===== src/rtl/alu_opr_stage.sv =====
// Operand-select stage: decodes RV immediates, forwards rs1/rs2 and registers ALU operands behind a valid/ready handshake.
// Build option: define ALU_OPR_FWD_EN to compile in the forwarding network.
module alu_opr_stage #(
    parameter int XLEN  = 32,
    parameter int N_FWD = 2
) (
    input  logic                    clk,
    input  logic                    rst,
    input  logic                    in_valid,
    output logic                    in_ready,
    input  logic [31:0]             instr,
    input  logic [XLEN-1:0]         pc,
    input  logic [XLEN-1:0]         rdata1,
    input  logic [XLEN-1:0]         rdata2,
    input  logic [N_FWD-1:0]        fwd_valid,
    input  logic [5*N_FWD-1:0]      fwd_addr,
    input  logic [XLEN*N_FWD-1:0]   fwd_data,
    input  logic                    flush,
    output logic                    out_valid,
    input  logic                    out_ready,
    output logic [XLEN-1:0]         opr_a,
    output logic [XLEN-1:0]         opr_b,
    output logic [XLEN-1:0]         st_data,
    output logic                    out_illegal
);
    localparam logic [6:0] OP_REG    = 7'b0110011;
    localparam logic [6:0] OP_IMM    = 7'b0010011;
    localparam logic [6:0] OP_LOAD   = 7'b0000011;
    localparam logic [6:0] OP_JALR   = 7'b1100111;
    localparam logic [6:0] OP_STORE  = 7'b0100011;
    localparam logic [6:0] OP_BRANCH = 7'b1100011;
    localparam logic [6:0] OP_JAL    = 7'b1101111;
    localparam logic [6:0] OP_LUI    = 7'b0110111;
    localparam logic [6:0] OP_AUIPC  = 7'b0010111;

    logic [6:0]      opcode;
    logic [4:0]      rs1_addr;
    logic [4:0]      rs2_addr;
    logic [31:0]     imm32;
    logic [XLEN-1:0] imm_x;
    logic            imm_ok;
    logic [XLEN-1:0] rs1_val;
    logic [XLEN-1:0] rs2_val;

    logic [XLEN-1:0] opr_a_d, opr_b_d;
    logic            illegal_d;
    logic [XLEN-1:0] opr_a_q, opr_b_q, st_data_q;
    logic            illegal_q, out_valid_q;
    logic            capture;

    assign opcode   = instr[6:0];
    assign rs1_addr = instr[19:15];
    assign rs2_addr = instr[24:20];

    always_comb begin
        imm32  = 32'd0;
        imm_ok = 1'b1;
        case (opcode)
            OP_IMM, OP_LOAD, OP_JALR: imm32 = {{20{instr[31]}}, instr[31:20]};
            OP_STORE:                 imm32 = {{20{instr[31]}}, instr[31:25], instr[11:7]};
            OP_BRANCH:                imm32 = {{20{instr[31]}}, instr[7], instr[30:25], instr[11:8], 1'b0};
            OP_JAL:                   imm32 = {{12{instr[31]}}, instr[19:12], instr[20], instr[30:21], 1'b0};
            OP_LUI, OP_AUIPC:         imm32 = {instr[31:12], 12'd0};
            default:                  imm_ok = 1'b0;
        endcase
        imm_x       = {XLEN{imm32[31]}};
        imm_x[31:0] = imm32;
    end

`ifdef ALU_OPR_FWD_EN
    logic [N_FWD-1:0] hit1, hit2;
    logic [XLEN-1:0]  ch_data [N_FWD];

    // x0 is excluded so a stale producer targeting x0 can never override the constant zero.
    for (genvar gi = 0; gi < N_FWD; gi++) begin : g_fwd
        assign ch_data[gi] = fwd_data[XLEN*gi +: XLEN];
        assign hit1[gi]    = fwd_valid[gi] && (fwd_addr[5*gi +: 5] == rs1_addr) && (rs1_addr != 5'd0);
        assign hit2[gi]    = fwd_valid[gi] && (fwd_addr[5*gi +: 5] == rs2_addr) && (rs2_addr != 5'd0);
    end

    // Walk from the top channel down so the lowest-indexed hit wins.
    always_comb begin
        rs1_val = rdata1;
        rs2_val = rdata2;
        for (int i = N_FWD - 1; i >= 0; i--) begin
            if (hit1[i]) rs1_val = ch_data[i];
            if (hit2[i]) rs2_val = ch_data[i];
        end
    end
`else
    logic unused_fwd;
    assign unused_fwd = ^{fwd_valid, fwd_addr, fwd_data};
    assign rs1_val    = rdata1;
    assign rs2_val    = rdata2;
`endif

    always_comb begin
        opr_b_d   = imm_x;
        illegal_d = 1'b0;
        if (opcode == OP_REG) begin
            opr_b_d = rs2_val;
        end else if (!imm_ok) begin
            opr_b_d   = '0;
            illegal_d = 1'b1;
        end
        case (opcode)
            OP_AUIPC, OP_JAL, OP_BRANCH: opr_a_d = pc;
            OP_LUI:                      opr_a_d = '0;
            default:                     opr_a_d = rs1_val;
        endcase
    end

    assign in_ready = (!out_valid_q || out_ready) && !flush && !rst;
    assign capture  = in_valid && in_ready;

    // Flush kills the valid bit only; data registers keep their last contents.
    always_ff @(posedge clk) begin
        if (rst) begin
            out_valid_q <= 1'b0;
            illegal_q   <= 1'b0;
            opr_a_q     <= '0;
            opr_b_q     <= '0;
            st_data_q   <= '0;
        end else if (flush) begin
            out_valid_q <= 1'b0;
        end else if (capture) begin
            out_valid_q <= 1'b1;
            illegal_q   <= illegal_d;
            opr_a_q     <= opr_a_d;
            opr_b_q     <= opr_b_d;
            st_data_q   <= rs2_val;
        end else if (out_ready) begin
            out_valid_q <= 1'b0;
        end
    end

    assign out_valid   = out_valid_q;
    assign out_illegal = illegal_q;
    assign opr_a       = opr_a_q;
    assign opr_b       = opr_b_q;
    assign st_data     = st_data_q;
endmodule


===== config.mk =====
export PLATFORM = sky130hd
export DESIGN_NAME = alu_opr_stage
export DESIGN_NICKNAME = d
export VERILOG_FILES = /design/src/rtl/alu_opr_stage.sv
export SDC_FILE = /design/constraint.sdc
export NUM_CORES = 1
export LEC_CHECK = 0
export ABC_AREA = 1
export ABC_CLOCK_PERIOD_IN_PS = 1900
export BUFFER_PORTS_ARGS = -buffer_cell sky130_fd_sc_hd__buf_2
export CAP_MARGIN = 20
export CORE_ASPECT_RATIO = 0.5
export CORE_MARGIN = 3
export CORE_UTILIZATION = 44
export DETAILED_ROUTE_END_ITERATION = 8
export PLACE_DENSITY_LB_ADDON = 0.1
export REMOVE_ABC_BUFFERS = 1
export SLEW_MARGIN = 25
export SYNTH_ARGS = -nofsm -noshare
export SYNTH_HDL_FRONTEND = slang
export SYNTH_SLANG_ARGS = --single-unit

===== constraint.sdc =====
create_clock -name clk -period 1.9 [get_ports clk]
set_input_delay 0.38 -clock clk [delete_from_list [all_inputs] [get_ports clk]]
set_output_delay 0.38 -clock clk [all_outputs]
set_load 0.01 [all_outputs]

Word level (Yosys, flattened, before mapping)
Index checks and enable logic that the tools add are counted.
- register bits after elaboration: 98
- input port bits: 209
- output and inout port bits: 99
- logic and storage cells: 38
- eq/ne operators: 9
- muxes and demuxes: 9
- bitwise gates (word level): 1
- reductions and logical operators: 14
- operator list (kind ; count):
    $pmux W32 S5 ; 1
    $mux W32 ; 2
    $pmux W32 S2 ; 1
    $eq A7 B6 Y1 const B ; 3
    $eq A7 B7 Y1 const B ; 3
    $eq A7 B5 Y1 const B ; 2
    $reduce_or A8 Y1 ; 1
    $eq A7 B2 Y1 const B ; 1
    $reduce_or A3 Y1 ; 2
    $mux W1 ; 5
    $reduce_or A2 Y1 ; 2
    $logic_and A1 B1 Y1 ; 3
    $logic_not A1 Y1 ; 3
    $reduce_and A2 Y1 ; 1
    $reduce_bool A2 Y1 ; 1
    $logic_or A1 B1 Y1 ; 1
    $not A1 Y1 ; 1

Longest topological paths before layout
Gate-level depths: netlist (run 1).
- depth in word-level cells: 6
- depth in mapped cells: 11
- mapped depth without buffers: 10

Least setup slack after synthesis (run 1)
No wires, ideal clock.
- path type: input port to flip-flop
- start: in rst
- end: reg opr_a_q[10] (netlist: opr_a[10])
- setup time: 0.109 ns
- data arrival time: 1.387 ns
- required time: 1.791 ns
- setup slack: 0.403 ns
- cell stages on the path: 11
- path buffers: 3
- path through: buf_6 > nor2_2 > inv_2 > nor2_4 > nand2_2 > buf_6 > clkinv_2 > buf_2 > nand3_1 > nand2_1 > inv_1
- longest elaborated chain between the ends: 4
- RTL lines (item ; RTL line ; text):
    start: declaration ; 8 ; input logic rst,
    $logic_not A1 Y1 ; 113 ; assign in_ready = (!out_valid_q || out_ready) && !flush && !rst;
    $logic_and A1 B1 Y1 ; 113 ;
    named net in_ready ; 10 ; output logic in_ready,
    $logic_and A1 B1 Y1 ; 114 ; assign capture = in_valid && in_ready;
    $reduce_and A2 Y1 (no line) ; -- ;
    end signal: assignment ; 129 ; opr_a_q <= opr_a_d;
    end: declaration ; 47 ; logic [XLEN-1:0] opr_a_q, opr_b_q, st_data_q;
The timed path passes the listed nets, and every way through them passes these cells.
A chain may end at the register's enable or synchronous reset.

Worst setup path in the final report (run 1)
- start: reg out_valid_q (netlist: out_valid)
- end: reg opr_b_q[4] (netlist: opr_b[4])
- longest elaborated chain between the ends: 6
- RTL lines (item ; RTL line ; text):
    start: declaration ; 48 ; logic illegal_q, out_valid_q;
    start signal: assignment ; 119 ; out_valid_q <= 1'b0;
    start signal: assignment ; 125 ; out_valid_q <= 1'b0;
    start signal: assignment ; 127 ; out_valid_q <= 1'b1;
    $logic_not A1 Y1 ; 113 ;
    $logic_or A1 B1 Y1 ; 113 ;
    $logic_and A1 B1 Y1 (2 in series) ; 113 ;
    $logic_and A1 B1 Y1 ; 114 ;
    $reduce_and A2 Y1 (no line) ; -- ;
    end signal: assignment ; 130 ; opr_b_q <= opr_b_d;
    end: declaration ; 47 ;
Every way passes these cells.

==> impl_metrics.csv, run 1 <==
group,metric,value,unit
final_layout,layout-drive-gt1-share,30.4,%
setup_path,worstSetupPathType,"flip-flop to flip-flop",
detailed_routing,dr.pass1.iters,4,
floorplanning,rows,27,
cts,htreeDepth,3,
setup_path,crit_arrival,1780,ps
setup_path,cp_num_buf_inv,2,
sta,timing.fmax,636,MHz
setup_path,crit_slowest_cell,"dfxtp_1",
final_layout,post-route-cell-area,0.00677,mm^2
detailed_routing,dr_wl_met2,6490,um
sta,tns,0,ps
sta,relSlewSlack,69.9,%
final_layout,stdcell_count,1149,
floorplanning,die_area,0.0131,mm^2
place,dp_cells,1133,
cts,clk_pin_slew,70,ps
cts,cts_sinks,98,
sta,setup_violations,0,
sta,finalClockSkew,7.69,ps
detailed_routing,avgRoutedWirePerCell,12.0,um
setup_path,crit_path_max_incr_delay,320,ps
setup_path,cp_data_required_time,2100,ps
status,status,"finished clean",
setup_path,crit_top_cell,"nor2_1",
sta,holdWs,313,ps
detailed_routing,met1_length,6300,um
cts,root_buffer,"clkbuf_16",
synthesis,syn_inst,773,
floorplanning,die_w,159,um
detailed_routing,wl_met3,971,um
synthesis,synth.distinct_cells,24,
flow_run,cap_violations,0,
synthesis,synth-seq-cells,98,
place,place_congestion,0.796,
final_layout,final_common_cell,"buf_2",
cts,clock_latency,340,ps
sta,grt_setup_unrepaired,"no",
sta,drv_slew,0,
cts,hold_buffers,0,
detailed_routing,highest_layer,"met4",
power_and_ir_drop,p_leak,3.55,nW
cts,cts_buffer_depth,2,
global_routing,antenna_found_initial,0,
global_routing,grt_max_degree,98,
final_layout,final_cell_mix,"230 x buf_2, 228 x nand2_1, 136 x inv_1, 98 x a21oi_1, 98 x dfxtp_1",
sta,final.min_clock_period,1570,ps
synthesis,yosys_warnings,0,
synthesis,synth-seq-area-share,38.1,%
final_layout,fin_nets,1194,
global_routing,grt_pass1_vias,4628,
global_routing,grt-ovfl-total,0,
floorplanning,start_util,46.0,%
place,placed_area,0.00649,mm^2
cts,cts_buffers,9,
cts,cts_tree,"built",
power_and_ir_drop,ir_drop,412,uV
sta,period_share,82.8,%
floorplanning,core_area,0.0112,mm^2
sta,worst_slew_pin_slew,451,ps
synthesis,syn_area,0.00514,mm^2
final_layout,multi_input_comb_area,0.00244,mm^2
cts,ctsResizeCount,0,
place,numPortBuffers,231,
setup_path,critPathTopFamily,"simple AND/OR/NAND/NOR gates",
place,hpwl,10100,um
detailed_routing,route.detailed.drc,0,
hold_path,hp-class,"input pin to flip-flop",
floorplanning,die_h,82.5,um
floorplanning,io_pins,308,
global_routing,grt_util_all_layers,20.5,%
global_routing,grt_pass1_wl,22000,um
synthesis,synth.avg_cell_area,6.66,um^2
setup_path,cp_max_fo,49,
power_and_ir_drop,powerDensity,658,mW/mm^2
setup_path,startpoint_type,"flip-flop",
sta,finalHoldViolCount,0,
setup_path,worstPathCellList,"inv_1 -> nor2_1 -> nor2_4 -> nand2_8 -> buf_12 -> nor2_1 -> a21boi_0 -> a21oi_1",
detailed_routing,via_count,5224,
cts,post_cts_buffers,0,
setup_path,cp-end-kind,"flip-flop",
detailed_routing,drtIter0Drc,285,
final_layout,num_antenna_cells,0,
final_layout,seqCellArea,0.00196,mm^2
detailed_routing,postRouteAntennaNets,0,
final_layout,area_delta_synth_final,31.6,%
detailed_routing,routed_wl,13800,um
final_layout,fillers,1132,
detailed_routing,routed_via_density,4.55,
[worst reg2reg max path: stages (launching register included)]
cell,delay [ps]
dfxtp_1,320
inv_1,40
nor2_1,200
nor2_4,90
nand2_8,140
buf_12,250
nor2_1,120
a21boi_0,180
a21oi_1,90
[routing by layer]
metal  global-route usage (%)  vias to the layer above
li1                         -                     2797
met1                     26.2                     2280
met2                     34.9                      145
met3                     6.43                        2
met4                     4.02                        0
met5                        0                        -
[cell type report]
class	instances	area share, %
clock inverter	5	0.554
inverter	140	7.78
sequential	98	29.0
multi-input combinational	491	36.0
clock buffer	11	3.58
timing repair buffer	245	20.1
tap	159	2.94
[synthesized netlist by cell type, drive strengths merged]
master	instances	area, um^2
a22oi	1	7.51
clkbuf	13	48.8
nand2	235	910
nor2	48	377
dfxtp	98	1960
buf	31	186
nor3	1	10.0
nand3	76	385
a21boi	31	233
inv	139	522
clkinv	1	5.00
a21oi	99	499
[metrics by stage]
| stage | total power, mW | util (%) | setup WS (ps) |
|---|---|---|---|
| finish | 4.46 | 60.6 | 327 |
| floorplan | 2.47 | - | -2120 |
| CTS | 4.52 | 60.6 | 317 |
| detailed placement | 2.79 | 58.1 | 134 |
| global route | 4.67 | 60.6 | 133 |
| global placement | 2.78 | 58.1 | 143 |
[sequential cells by signal, indices dropped and copies added, names as in the netlist]
register,cells
out_valid,1
opr_b,32
opr_a,32
out_illegal,1
st_data,32
[kinds of logic after synthesis]
logic type	count (synthesis)	synth area share (%)
AO/OA/AOI/OAI	131	14.4
buffers and inverters	184	14.8
flip-flops	98	38.1
AND/OR/NAND/NOR	360	32.7
[power breakdown]
part / total (mW) / internal (mW) / switching [mW]
Combinational: 0.598 / 0.255 / 0.343
Clock: 1.71 / 0.929 / 0.784
Sequential: 2.14 / 2.12 / 0.0281
[worst paths after layout]
kind / startpoint / end / slack, ps / cells past startpoint
worst min-delay path: flush / out_valid / 310 / 4
worst max register to register: out_valid / opr_b[4] / 330 / 8
worst min register to register: st_data[11] / st_data[11] / 460 / 2
worst max-delay path: out_valid / opr_b[4] / 330 / 8
(Power assumes the default switching activity.)
==> run 2: changes to the inputs <==
- ABC_CLOCK_PERIOD_IN_PS: 1900 -> 1400
- CORE_UTILIZATION: 44 -> 40
- clock period: 1.9 -> 1.4 ns (I/O delays scaled with it)
==> run 2 against run 1 <==
Register-to-register slack got worse by 320 ps; final area rose by 5.1%; sequential power rose by 36%; critical endpoint is now in_ready; wire length rose by 7.0%; sequential share of layout area fell by 1.4 points; the flow now finishes with violations (setup timing); clock skew rose by 1.4 ps; largest cell class unchanged; largest power group unchanged; worst setup slack got worse by 330 ps; sequential cell count did not move; critical path type is now flip-flop to output port; total power rose by 38%; global-route usage fell by 0.48 points.
==> impl_metrics.csv, run 2 (same netlist as run 1, synthesis figures left out) <==
group,metric,value,unit
floorplanning,core_area,0.0122,mm^2
global_routing,met3_usage,5.19,%
detailed_routing,dr.pass1.iters,4,
sta,grt_setup_unrepaired,"yes",
place,dp_slack,-167,ps
sta,timing.fmax,712,MHz
detailed_routing,via_count,5400,
cts,cts_buffers,9,
status,status,"finished with violations",
sta,setup_violations,1,
setup_path,startpoint_type,"flip-flop",
sta,fin_ws,-3.84,ps
floorplanning,io_pins,308,
detailed_routing,routed_via_density,4.56,
cts,cts_tree,"built",
global_routing,antenna_found_initial,0,
global_routing,grtUsageMet1,26.8,%
setup_path,cp-end-kind,"output port",
final_layout,layout-drive-gt1-share,34.8,%
place,place_congestion,0.795,
setup_path,cp_max_fo,3,
cts,clk_pin_slew,70,ps
hold_path,hp-class,"input pin to flip-flop",
final_layout,final_cell_mix,"230 x buf_2, 224 x nand2_1, 135 x inv_1, 97 x dfxtp_1, 95 x a21oi_1",
sta,finalHoldViolCount,0,
floorplanning,die_h,86.2,um
sta,tns,-3.84,ps
final_layout,final_common_cell,"buf_2",
cts,htreeDepth,3,
power_and_ir_drop,p_leak,3.72,nW
final_layout,fin_nets,1223,
cts,root_buffer,"clkbuf_16",
sta,final.min_clock_period,1400,ps
global_routing,grt_max_degree,55,
global_routing,grt_pass1_vias,4852,
sta,relSlewSlack,59.9,%
final_layout,post-route-cell-area,0.00712,mm^2
global_routing,gr-max-usage-layer,"met2",
floorplanning,die_area,0.0143,mm^2
sta,drv_slew,0,
final_layout,area_delta_synth_final,38.4,%
setup_path,crit_arrival,1120,ps
place,placed_area,0.00672,mm^2
global_routing,grt_pass1_wl,23800,um
final_layout,post-route-util,58.4,%
cts,clock_latency,340,ps
power_and_ir_drop,power,6.15,mW
detailed_routing,drtIter0Drc,238,
detailed_routing,postRouteAntennaNets,0,
place,numPortBuffers,231,
flow_run,cap_violations,0,
final_layout,num_antenna_cells,0,
global_routing,grt_util_all_layers,20.0,%
place,hpwl,11000,um
power_and_ir_drop,powerDensity,864,mW/mm^2
cts,cts_sinks,98,
floorplanning,rows,28,
setup_path,worstSetupPathType,"flip-flop to output port",
cts,cts_buffer_depth,2,
detailed_routing,avgRoutedWirePerCell,12.4,um
final_layout,fillers,1224,
status,violations,"setup timing",
sta,period_share,100,%
setup_path,cp_data_required_time,1120,ps
global_routing,grt_use_met2,33.7,%
detailed_routing,route.detailed.drc,0,
sta,finalClockSkew,9.11,ps
floorplanning,start_util,42.2,%
global_routing,grt-ovfl-total,0,
sta,worst_slew_pin_slew,602,ps
floorplanning,die_w,166,um
power_and_ir_drop,ir_drop,456,uV
detailed_routing,routed_wl,14700,um
[run 2: repair_timing]
action	CTS	global route
setup endpoints to repair	63	78
pin swaps	0	4
gates cloned	0	1
hold buffers	0	0
gates resized for setup	2	32
setup buffers	0	2
[run 2: cell type report]
cell class,count,area [um^2],area share [%]
flip-flops and latches,98,1960,27.6
well taps,165,206,2.90
inverters,140,527,7.40
clock inverters,5,38.8,0.545
clock buffers,11,243,3.41
multi-input cells,492,2530,35.5
repair buffers,273,1610,22.6
[run 2: worst paths after layout]
kind / start / end / slack (ps) / depth (start not counted)
hold reg to reg: st_data[10] / st_data[10] / 460 / 2
setup reg to reg: out_valid / opr_a[0] / 10 / 10
setup / recovery: out_valid / in_ready / -4 / 4
hold / removal: rst / out_valid / 200 / 4
[run 2: layer usage]
| layer | up-vias | wire, um | part of all wire [%] |
|---|---|---|---|
| li1 | 2848 | - | - |
| met1 | 2394 | 6860 | 47 |
| met2 | 152 | 6820 | 46 |
| met3 | 6 | 986 | 6.7 |
| met4 | 0 | 69 | 0.47 |
| met5 | - | 0 | 0 |
[run 2: worst max-delay path: stages, from the launching register on]
cell and delay [ps]:
dfxtp_2 320, inv_2 60, nor2_4 40, nor2_4 190, buf_2 180
[run 2: metrics by stage]
| step | hold WS [ps] | std cells |
|---|---|---|
| after global routing | 203 | 1184 |
| after global placement | 449 | 1165 |
| after detailed placement | 453 | 1165 |
| after CTS | 202 | 1181 |
| after floorplan | 349 | 729 |
| final | 198 | 1184 |
[run 2: report_power, final]
part	internal, mW	switching, mW	total, mW	leakage [nW]
Clock	1.27	1.09	2.35	0.136
Combinational	0.391	0.491	0.882	2.79
Sequential	2.87	0.0420	2.91	0.796
Total	4.53	1.62	6.15	3.72
